`src/rtl/vedic_pkg.sv`:
```
// rtl/vedic_pkg.sv - shared widths and FSM state encoding for the sequential Vedic multiplier
package vedic_pkg;

    // Half-operand width used by the 4x4 partial-product multipliers
    localparam int HALF_W = 4;
    // Full product width
    localparam int PROD_W = 16;

    typedef enum logic [2:0] {
        IDLE = 3'd0,
        MUL  = 3'd1,
        ADD1 = 3'd2,
        ADD2 = 3'd3,
        ADD3 = 3'd4,
        DONE = 3'd5
    } state_t;

endpackage

```
`src/rtl/vedic_mul4.sv`:
```
// rtl/vedic_mul4.sv - combinational 4x4 -> 8 Urdhva-Tiryakbhyam multiplier
module vedic_mul4
    import vedic_pkg::*;
(
    input  logic [HALF_W-1:0]   i_a,
    input  logic [HALF_W-1:0]   i_b,
    output logic [2*HALF_W-1:0] o_p
);

    // Column sum (vertical and crosswise terms plus incoming carry) and carry to the next column
    logic [3:0] w_col;
    logic [3:0] w_carry;

    // Walk the seven Urdhva columns, each producing one product bit and a carry into the next
    always_comb begin
        o_p     = '0;
        w_col   = '0;
        w_carry = '0;
        for (int k = 0; k < 2*HALF_W-1; k++) begin
            w_col = w_carry;
            for (int i = 0; i < HALF_W; i++) begin
                if ((k - i) >= 0 && (k - i) < HALF_W) begin
                    w_col = w_col + {3'b000, i_a[i] & i_b[k-i]};
                end
            end
            o_p[k]  = w_col[0];
            w_carry = {1'b0, w_col[3:1]};
        end
        // Final carry out of column 6 is at most 1 because 15*15 < 256
        o_p[2*HALF_W-1] = w_carry[0];
    end

endmodule

```
`src/rtl/vedic_mul8_seq.sv`:
```
// rtl/vedic_mul8_seq.sv - multi-cycle 8x8 Vedic multiplier with shared 8-bit adder; option VEDIC_MUL_ZERO_SKIP_EN
module vedic_mul8_seq
    import vedic_pkg::*;
(
    input  logic              clk,
    input  logic              rst_n,
    input  logic              in_valid,
    output logic              in_ready,
    input  logic [7:0]        a,
    input  logic [7:0]        b,
    output logic              out_valid,
    input  logic              out_ready,
    output logic [PROD_W-1:0] product
);

    state_t              r_state;
    logic [7:0]          r_a;
    logic [7:0]          r_b;
    logic [7:0]          r_p0;
    logic [7:0]          r_p1;
    logic [7:0]          r_p2;
    logic [7:0]          r_p3;
    logic [8:0]          r_s1;
    logic [7:0]          r_lo;
    logic                r_c1;
    logic                r_zero;
    logic [PROD_W-1:0]   r_product;
    logic                r_out_valid;

    logic [7:0]          w_p0;
    logic [7:0]          w_p1;
    logic [7:0]          w_p2;
    logic [7:0]          w_p3;
    logic [7:0]          w_add_x;
    logic [7:0]          w_add_y;
    logic                w_add_cin;
    logic [8:0]          w_add_sum;
    logic                w_accept;
    logic                w_zero_op;

    vedic_mul4 u_mul_p0 (.i_a(r_a[3:0]), .i_b(r_b[3:0]), .o_p(w_p0));
    vedic_mul4 u_mul_p1 (.i_a(r_a[7:4]), .i_b(r_b[3:0]), .o_p(w_p1));
    vedic_mul4 u_mul_p2 (.i_a(r_a[3:0]), .i_b(r_b[7:4]), .o_p(w_p2));
    vedic_mul4 u_mul_p3 (.i_a(r_a[7:4]), .i_b(r_b[7:4]), .o_p(w_p3));

    assign w_accept  = in_valid && (r_state == IDLE);

`ifdef VEDIC_MUL_ZERO_SKIP_EN
    assign w_zero_op = (a == 8'h00) || (b == 8'h00);
`else
    assign w_zero_op = 1'b0;
`endif

    // Operand select for the single shared x + y + cin adder, one reduction step per state
    always_comb begin
        w_add_x   = '0;
        w_add_y   = '0;
        w_add_cin = 1'b0;
        case (r_state)
            ADD1: begin
                w_add_x = r_p1;
                w_add_y = r_p2;
            end
            ADD2: begin
                w_add_x = r_p0;
                w_add_y = {r_s1[3:0], 4'b0000};
            end
            ADD3: begin
                w_add_x   = r_p3;
                w_add_y   = {3'b000, r_s1[8:4]};
                w_add_cin = r_c1;
            end
            default: begin
                w_add_x   = '0;
                w_add_y   = '0;
                w_add_cin = 1'b0;
            end
        endcase
    end

    assign w_add_sum = {1'b0, w_add_x} + {1'b0, w_add_y} + {8'h00, w_add_cin};

    // Control FSM and datapath registers; reset discards any in-flight operation
    always_ff @(posedge clk) begin
        if (!rst_n) begin
            r_state     <= IDLE;
            r_a         <= '0;
            r_b         <= '0;
            r_p0        <= '0;
            r_p1        <= '0;
            r_p2        <= '0;
            r_p3        <= '0;
            r_s1        <= '0;
            r_lo        <= '0;
            r_c1        <= 1'b0;
            r_zero      <= 1'b0;
            r_product   <= '0;
            r_out_valid <= 1'b0;
        end else begin
            case (r_state)
                IDLE: begin
                    if (w_accept) begin
                        r_a     <= a;
                        r_b     <= b;
                        r_zero  <= w_zero_op;
                        r_state <= MUL;
                    end
                end
                MUL: begin
                    // Zero operands short-circuit here so the result appears one edge after accept
                    if (r_zero) begin
                        r_product   <= '0;
                        r_out_valid <= 1'b1;
                        r_state     <= DONE;
                    end else begin
                        r_p0    <= w_p0;
                        r_p1    <= w_p1;
                        r_p2    <= w_p2;
                        r_p3    <= w_p3;
                        r_state <= ADD1;
                    end
                end
                ADD1: begin
                    r_s1    <= w_add_sum;
                    r_state <= ADD2;
                end
                ADD2: begin
                    r_lo    <= w_add_sum[7:0];
                    r_c1    <= w_add_sum[8];
                    r_state <= ADD3;
                end
                ADD3: begin
                    r_product   <= {w_add_sum[7:0], r_lo};
                    r_out_valid <= 1'b1;
                    r_state     <= DONE;
                end
                DONE: begin
                    if (out_ready) begin
                        r_out_valid <= 1'b0;
                        r_state     <= IDLE;
                    end
                end
                default: begin
                    r_state <= IDLE;
                end
            endcase
        end
    end

    assign in_ready  = (r_state == IDLE);
    assign out_valid = r_out_valid;
    assign product   = r_product;

endmodule

```
`config.mk`:
```
export PLATFORM = sky130hd
export DESIGN_NAME = vedic_mul8_seq
export DESIGN_NICKNAME = d
export VERILOG_FILES = /design/src/rtl/vedic_pkg.sv /design/src/rtl/vedic_mul4.sv /design/src/rtl/vedic_mul8_seq.sv
export SDC_FILE = /design/constraint.sdc
export NUM_CORES = 1
export LEC_CHECK = 0
export ABC_CLOCK_PERIOD_IN_PS = 5800
export CAP_MARGIN = 25
export CORE_UTILIZATION = 33
export DETAILED_ROUTE_END_ITERATION = 12
export PLACE_DENSITY = 0.56
export SKIP_LAST_GASP = 1
export SYNTH_ARGS = -nofsm -noshare
export SYNTH_HDL_FRONTEND = slang
export SYNTH_SLANG_ARGS = --single-unit
export TNS_END_PERCENT = 100
```
`constraint.sdc`:
```
create_clock -name clk -period 5.8 [get_ports clk]
set_input_delay 0.58 -clock clk [delete_from_list [all_inputs] [get_ports clk]]
set_output_delay 0.58 -clock clk [all_outputs]
set_load 0.03 [all_outputs]
```
Word level (Yosys, flattened, before mapping):

Index checks and enable logic that the tools add are counted.

* register bits: 86
* output and inout port bits: 18
* logic and storage cells: 159

* add/subtract/negate cells: 58
* eq/ne operators: 7
* muxes and demuxes: 9
* bitwise operators: 65
* reductions and logical operators: 8

Operators with widths (count)
* $add A4 B1 Y4: 28
* $and A1 B1 Y1: 64
* $add A3 B1 Y4: 12
* $pmux W8 S3: 2
* $add A3 B1 Y3: 8
* $pmux W3 S6: 1
* $mux W16: 1
* $add A8 B8 Y9: 1
* $add A9 B1 Y9: 1
* $add A1 B1 Y2: 4
* $add A2 B1 Y2: 4
* $eq A3 B2 Y1 const B: 2
* $eq A3 B3 Y1 const B: 2
* $mux W3: 2
* $reduce_and A2 Y1: 3
* $eq A3 B1 Y1 const B: 1
* $logic_not A3 Y1: 1
* $reduce_and A3 Y1: 1
* $reduce_bool A3 Y1: 1
* $mux W1: 2
* $ne A2 B1 Y1 const B: 1
* $ne A2 B2 Y1 const B: 1
* $pmux W1 S2: 1
* $reduce_bool A2 Y1: 1
* 2 further kinds: 2

Depth between registers and ports, before layout:

Gate-level depths: netlist (run 1).

* depth in word-level cells: 15
* gate-level depth with buffers: 20
* mapped depth without buffers: 19

By module:

Synthesis (run 1) repeated with hierarchy kept, for this count alone.

* cells, all modules: 615
* area total of the unflattened synthesis: 5188.7 um2

By module, submodules not included
* vedic_mul8_seq: instances 1, cells each 455, area an instance 3837.4 um2, sequential area each 1721.7 um2
* vedic_mul4: instances 4, cells each 40, area an instance 337.8 um2, sequential area each 0.0 um2

Worst setup path before layout (run 1):

OpenSTA, ideal clock, no wires.

* path type: reg-to-reg
* from: register r_b[0]
* to: register r_p0[6]
* arrival: 5.026 ns
* setup slack: 0.658 ns
* cell stages (with the launch flop): 21
* cell sequence: dfxtp_1 > clkbuf_1 > and2_1 > ha_1 > inv_1 > fa_1 > inv_1 > ha_1 > ha_1 > inv_1 > fa_1 > inv_1 > fa_1 > fa_1 > ha_1 > fa_1 > inv_1 > fa_1 > fa_1 > nand2_1 > o211a_1

* word-level cells in the longest chain between the ends: 15

Ends and longest elaborated chain
* start, declared: line vedic_mul8_seq.sv:18 `logic [7:0] r_b;`
* start signal, assigned: line vedic_mul8_seq.sv:88 `r_b <= '0;`
* start signal, assigned: line vedic_mul8_seq.sv:104 `r_b <= b;`
* $and A1 B1 Y1: line vedic_mul4.sv:23 `w_col = w_col + {3'b000, i_a[i] & i_b[k-i]};`
* $add A1 B1 Y2: line vedic_mul4.sv:23
* $add A3 B1 Y4: line vedic_mul4.sv:23
* $add A4 B1 Y4 (2 in a row): line vedic_mul4.sv:23
* $add A3 B1 Y4: line vedic_mul4.sv:23
* $add A4 B1 Y4 (2 in a row): line vedic_mul4.sv:23
* $add A4 B1 Y4 (*): line vedic_mul4.sv:23
* $add A3 B1 Y4 (*): line vedic_mul4.sv:23
* $add A4 B1 Y4 (*) (2 in a row): line vedic_mul4.sv:23
* $add A3 B1 Y3 (*) (2 in a row): line vedic_mul4.sv:23
* $add A2 B1 Y2 (*): line vedic_mul4.sv:23
* end signal, assigned: line vedic_mul8_seq.sv:116 `r_p0 <= w_p0;`
* end, declared: line vedic_mul8_seq.sv:19 `logic [7:0] r_p0;`

Mark *: on every way between the ends. The rest lies on a longest branch, timed or not.
A chain may end at the register's enable or synchronous reset.

Final worst setup path (run 1):

* from: register r_a[4]
* to: register r_p3[6]

* word-level cells in the longest chain between the ends: 15

Ends and longest elaborated chain
* start, declared: line vedic_mul8_seq.sv:17 `logic [7:0] r_a;`
* start signal, assigned: line vedic_mul8_seq.sv:87 `r_a <= '0;`
* start signal, assigned: line vedic_mul8_seq.sv:103 `r_a <= a;`
* $and A1 B1 Y1: line vedic_mul4.sv:23
* $add A1 B1 Y2: line vedic_mul4.sv:23
* $add A3 B1 Y4: line vedic_mul4.sv:23
* $add A4 B1 Y4 (2 in a row): line vedic_mul4.sv:23
* $add A3 B1 Y4 (*): line vedic_mul4.sv:23
* $add A4 B1 Y4 (*) (3 in a row): line vedic_mul4.sv:23
* $add A3 B1 Y4 (*): line vedic_mul4.sv:23
* $add A4 B1 Y4 (*) (2 in a row): line vedic_mul4.sv:23
* $add A3 B1 Y3 (*) (2 in a row): line vedic_mul4.sv:23
* $add A2 B1 Y2 (*): line vedic_mul4.sv:23
* end signal, assigned: line vedic_mul8_seq.sv:119 `r_p3 <= w_p3;`
* end, declared: line vedic_mul8_seq.sv:22 `logic [7:0] r_p3;`

Marked as above.

==> metrics, run 1 <==
outcome completed; DIE AREA 0.0160 mm2; RSZ-0062 raised after global routing no; worst rel slew slack 58.3%; Final Max Tran Viols 0; post-synth top area share 33.7%; Setup TNS 0 ns; cell taking the most area after synthesis dfxtp_1; Layout Cells excl Fill 795; CP Class reg -> reg; Least-Margin Pin Slew 0.625 ns; most numerous cell on the critical path fa_1; ordered cell list for the critical path and2_1 -> ha_1 -> inv_1 -> fa_1 -> inv_1 -> ha_1 -> ha_1 -> inv_1 -> fa_1 -> inv_1 -> fa_1 -> fa_1 -> ha_1 -> inv_1 -> fa_1 -> fa_1 -> fa_1 -> nand2_1 -> o211a_1; Syn Nets 674; Synth Instances 597; crit path launch type flip-flop; Tcrit/Tclk final 92.0%; fin crit period 5.33 ns; r2r setup slk 0.47 ns; Detailed Place HPWL 8.45 mm; latest clock arrival within the worst-skew pair 0.34 ns; Global Route Usage Sum 15.6%; # port buffers 37; WP buf/inv 5; Crit-path slowest cell dfxtp_1; Max stage delay on crit path 0.55 ns; synth warn 0; total gr overflow 0; r2r startpoint r_a[4]; total placed cells including tap cells 781; Yosys reg bits 86; WL/cell 14.4 um; # diodes 0; WP data required 6.04 ns; WL final 11.5 mm; synth top area cells dfxtp_1, fa_1, nand2_1; total power 1520 uW; reg2reg end r_p3[6]; Worst-path clk slew 0.06 ns; Max Cap Viol 0; post-CTS setup buffers 0; # setup viols final 0; hold crit path type reg -> reg; PostCTS Resize Cnt 0; vias after detailed routing 3936; proportion of layout cells with a drive suffix above 1 3.79%; Worst Setup End Kind flip-flop; PwrDens 259 mW/mm2; Area Growth Syn to Fin 15.0%; CTS tree built; mapped cell area 0.00511 mm2; initial antenna violation count 0; hold depth 2; CTS Buf Count 9; post-synth cell types 42; # rows 45; Fmax 187 MHz; syn_area_per_cell 8.56 um2; Design Area, Final 0.00588 mm2; Worst Path Arrival 5.57 ns; H-tree lvl count 3; Pleak 0.00236 uW; RD Place Congestion 0.870; Max VDD drop 0.171 mV; Area after DPL 0.00555 mm2; DR pass1 iterations 4; vias per inst 4.95; CP max FO 9; clk_skew 0.00947 ns; sequential fraction of the synthesis area 33.7%; 1st-iter DRT viols 234; first-pass GRT wire length 19.7 mm; vias in the first global route 4000; post-route antenna net violation count 0; Die Span Y 126 um; maximum number of pins on one net before global-route repair 54; root buffer cell clkbuf_16; Largest delay share family, worst path adder cells; DRC violations left 0; Nets 681; Die X-Extent 126 um; HP Start r_lo[0]; CTS sink count 86; core area 0.0151 mm2; initial core utilization 33.8%; worst-case clock buffer depth 2; Fin. Hold Viols 0; Reg2Reg Depth 19; CTS hold repair buffers 0; Min-Delay Endpoint product[0]; # IOs 38
==> worst min-delay path, delay by kind of cell (launching register included) <==
family / cells / cell delay (ns)
and+or+nand+nor: 1 / 0.05
AOI/OAI and AO/OA: 1 / 0.05
DFF: 1 / 0.31
==> cells by family (layout without fill, tap and decap cells) <==
family	count (synthesis)	count (layout)	synth area share (%)
AO/OA/AOI/OAI	123	123	17.4
XOR/XNOR	5	5	0.857
adder cells (fa/ha/maj)	57	57	18.9
buffers and inverters	83	93	6.73
flip-flops	86	86	33.7
multiplexers	12	12	2.35
AND/OR/NAND/NOR	231	231	20.0
==> worst max path at each step <==
stage | start | endpoint | slack [ns] | cells after the start
3_3_place_gp | r_a[4] | r_p1[6] | 0.56 | 19
4_1_cts | r_a[4] | r_p3[6] | 0.44 | 19
5_1_grt | r_a[4] | r_p3[6] | 0.16 | 19
3_5_place_dp | r_a[4] | r_p3[6] | 0.44 | 19
2_1_floorplan | r_b[0] | r_p0[6] | 0.66 | 20
6_report | r_a[4] | r_p3[6] | 0.47 | 19
==> placed cells by master, fill, tap and decap left out, types with 3 or more instances in the layout <==
cell type / Yosys / final
a211o_1: 3 / 3
a21boi_0: 36 / 36
a21boi_1: 11 / 11
a21oi_1: 9 / 9
a22o_1: 4 / 4
a31oi_1: 6 / 6
and2_1: 26 / 26
buf_4: 2 / 4
bufinv_16: 0 / 3
clkbuf_16: 0 / 9
clkdlybuf4s50_1: 0 / 36
dfxtp_1: 86 / 86
fa_1: 34 / 34
ha_1: 23 / 23
inv_1: 38 / 38
mux2i_1: 12 / 12
nand2_1: 160 / 160
nand3_1: 16 / 16
nand3b_1: 3 / 3
nand4_1: 4 / 4
nor2_1: 7 / 7
nor2b_1: 3 / 3
o211a_1: 20 / 20
o21ai_0: 24 / 24
xnor2_1: 5 / 5
==> per-stage QoR <==
stage | setup WS, ns | util [%] | hold WS, ns
4_1_cts | 0.439 | 38.8 | 0.450
3_3_place_gp | 0.563 | 36.7 | 0.443
3_5_place_dp | 0.435 | 36.7 | 0.447
5_1_grt | 0.158 | 38.8 | 0.474
2_1_floorplan | 0.658 | - | 0.431
6_report | 0.466 | 38.8 | 0.450
==> report_power, final <==
| part | leakage (uW) | switching (uW) | internal (uW) | total (uW) |
|---|---|---|---|---|
| Sequential | 0.000698 | 48.2 | 627 | 676 |
| Clock | 0.000155 | 225 | 416 | 641 |
| Combinational | 0.00151 | 126 | 78.2 | 204 |
==> cell type report <==
type / count / area, um2
clock buffers: 10 / 229
well taps: 188 / 235
clock inverters: 4 / 97.6
inverters: 38 / 143
repair buffers: 41 / 395
fillers: 1501 / 9270
multi-input cells: 428 / 3060
flip-flops and latches: 86 / 1720
==> registers in the layout, summed over array words and instances (netlist names) <==
register	count
r_c1	1
r_p1	8
r_p3	8
r_p2	8
r_state	3
r_s1	9
r_lo	8
out_valid	1
product	16
r_a	8
r_b	8
r_p0	8
==> cells in the mapped netlist <==
master and count:
a21oi_1 9, a211o_1 3, nand2_1 160, clkbuf_1 26, buf_6 1, nand2b_1 2, ha_1 23, xnor2_1 5
nor3_2 1, o22ai_1 1, and2_1 26, a41oi_1 1, o21ai_0 24, o21bai_1 2, dfxtp_1 86, a211oi_1 1
nand4_1 4, a21boi_1 11, nor2_1 7, a21boi_0 36, nor3_1 2, mux2i_1 12, a31oi_1 6, buf_4 2
nor3b_2 1, nand3_1 16, a21o_1 1, buf_2 14, o21a_1 2, fa_1 34, nand3b_1 3, o211a_1 20
buf_1 2, nor2_2 2, or3_1 1, o211ai_1 1, inv_1 38, a22o_1 4, o21ai_1 1, nor2b_1 3
or3b_1 2, nor3b_1 1
==> routing by layer <==
metal / up-vias / routed length (um) / GRT usage (%)
li1: 1978 / - / -
met1: 1866 / 5440 / 20.0
met2: 76 / 5280 / 26.0
met3: 16 / 536 / 3.46
met4: 0 / 216 / 5.17
met5: - / 0 / 0
No activity file was read; power rests on OpenSTA's default activity.
==> run 2: changes to the inputs <==
--- a/config.mk
+++ b/config.mk
@@ -8,3 +8,2 @@
 export ABC_CLOCK_PERIOD_IN_PS = 5800
-export CAP_MARGIN = 25
 export CORE_UTILIZATION = 33
@@ -12,3 +11,2 @@
 export PLACE_DENSITY = 0.56
-export SKIP_LAST_GASP = 1
 export SYNTH_ARGS = -nofsm -noshare
==> constraint.sdc (replaced) <==
create_clock -name clk -period 5.8 [get_ports clk]
set_input_delay 1.16 -clock clk [delete_from_list [all_inputs] [get_ports clk]]
set_output_delay 1.16 -clock clk [all_outputs]
set_load 0.03 [all_outputs]
==> results of run 2 <==
Same layout as run 1: the final DEF is identical, and so are final timing and power.
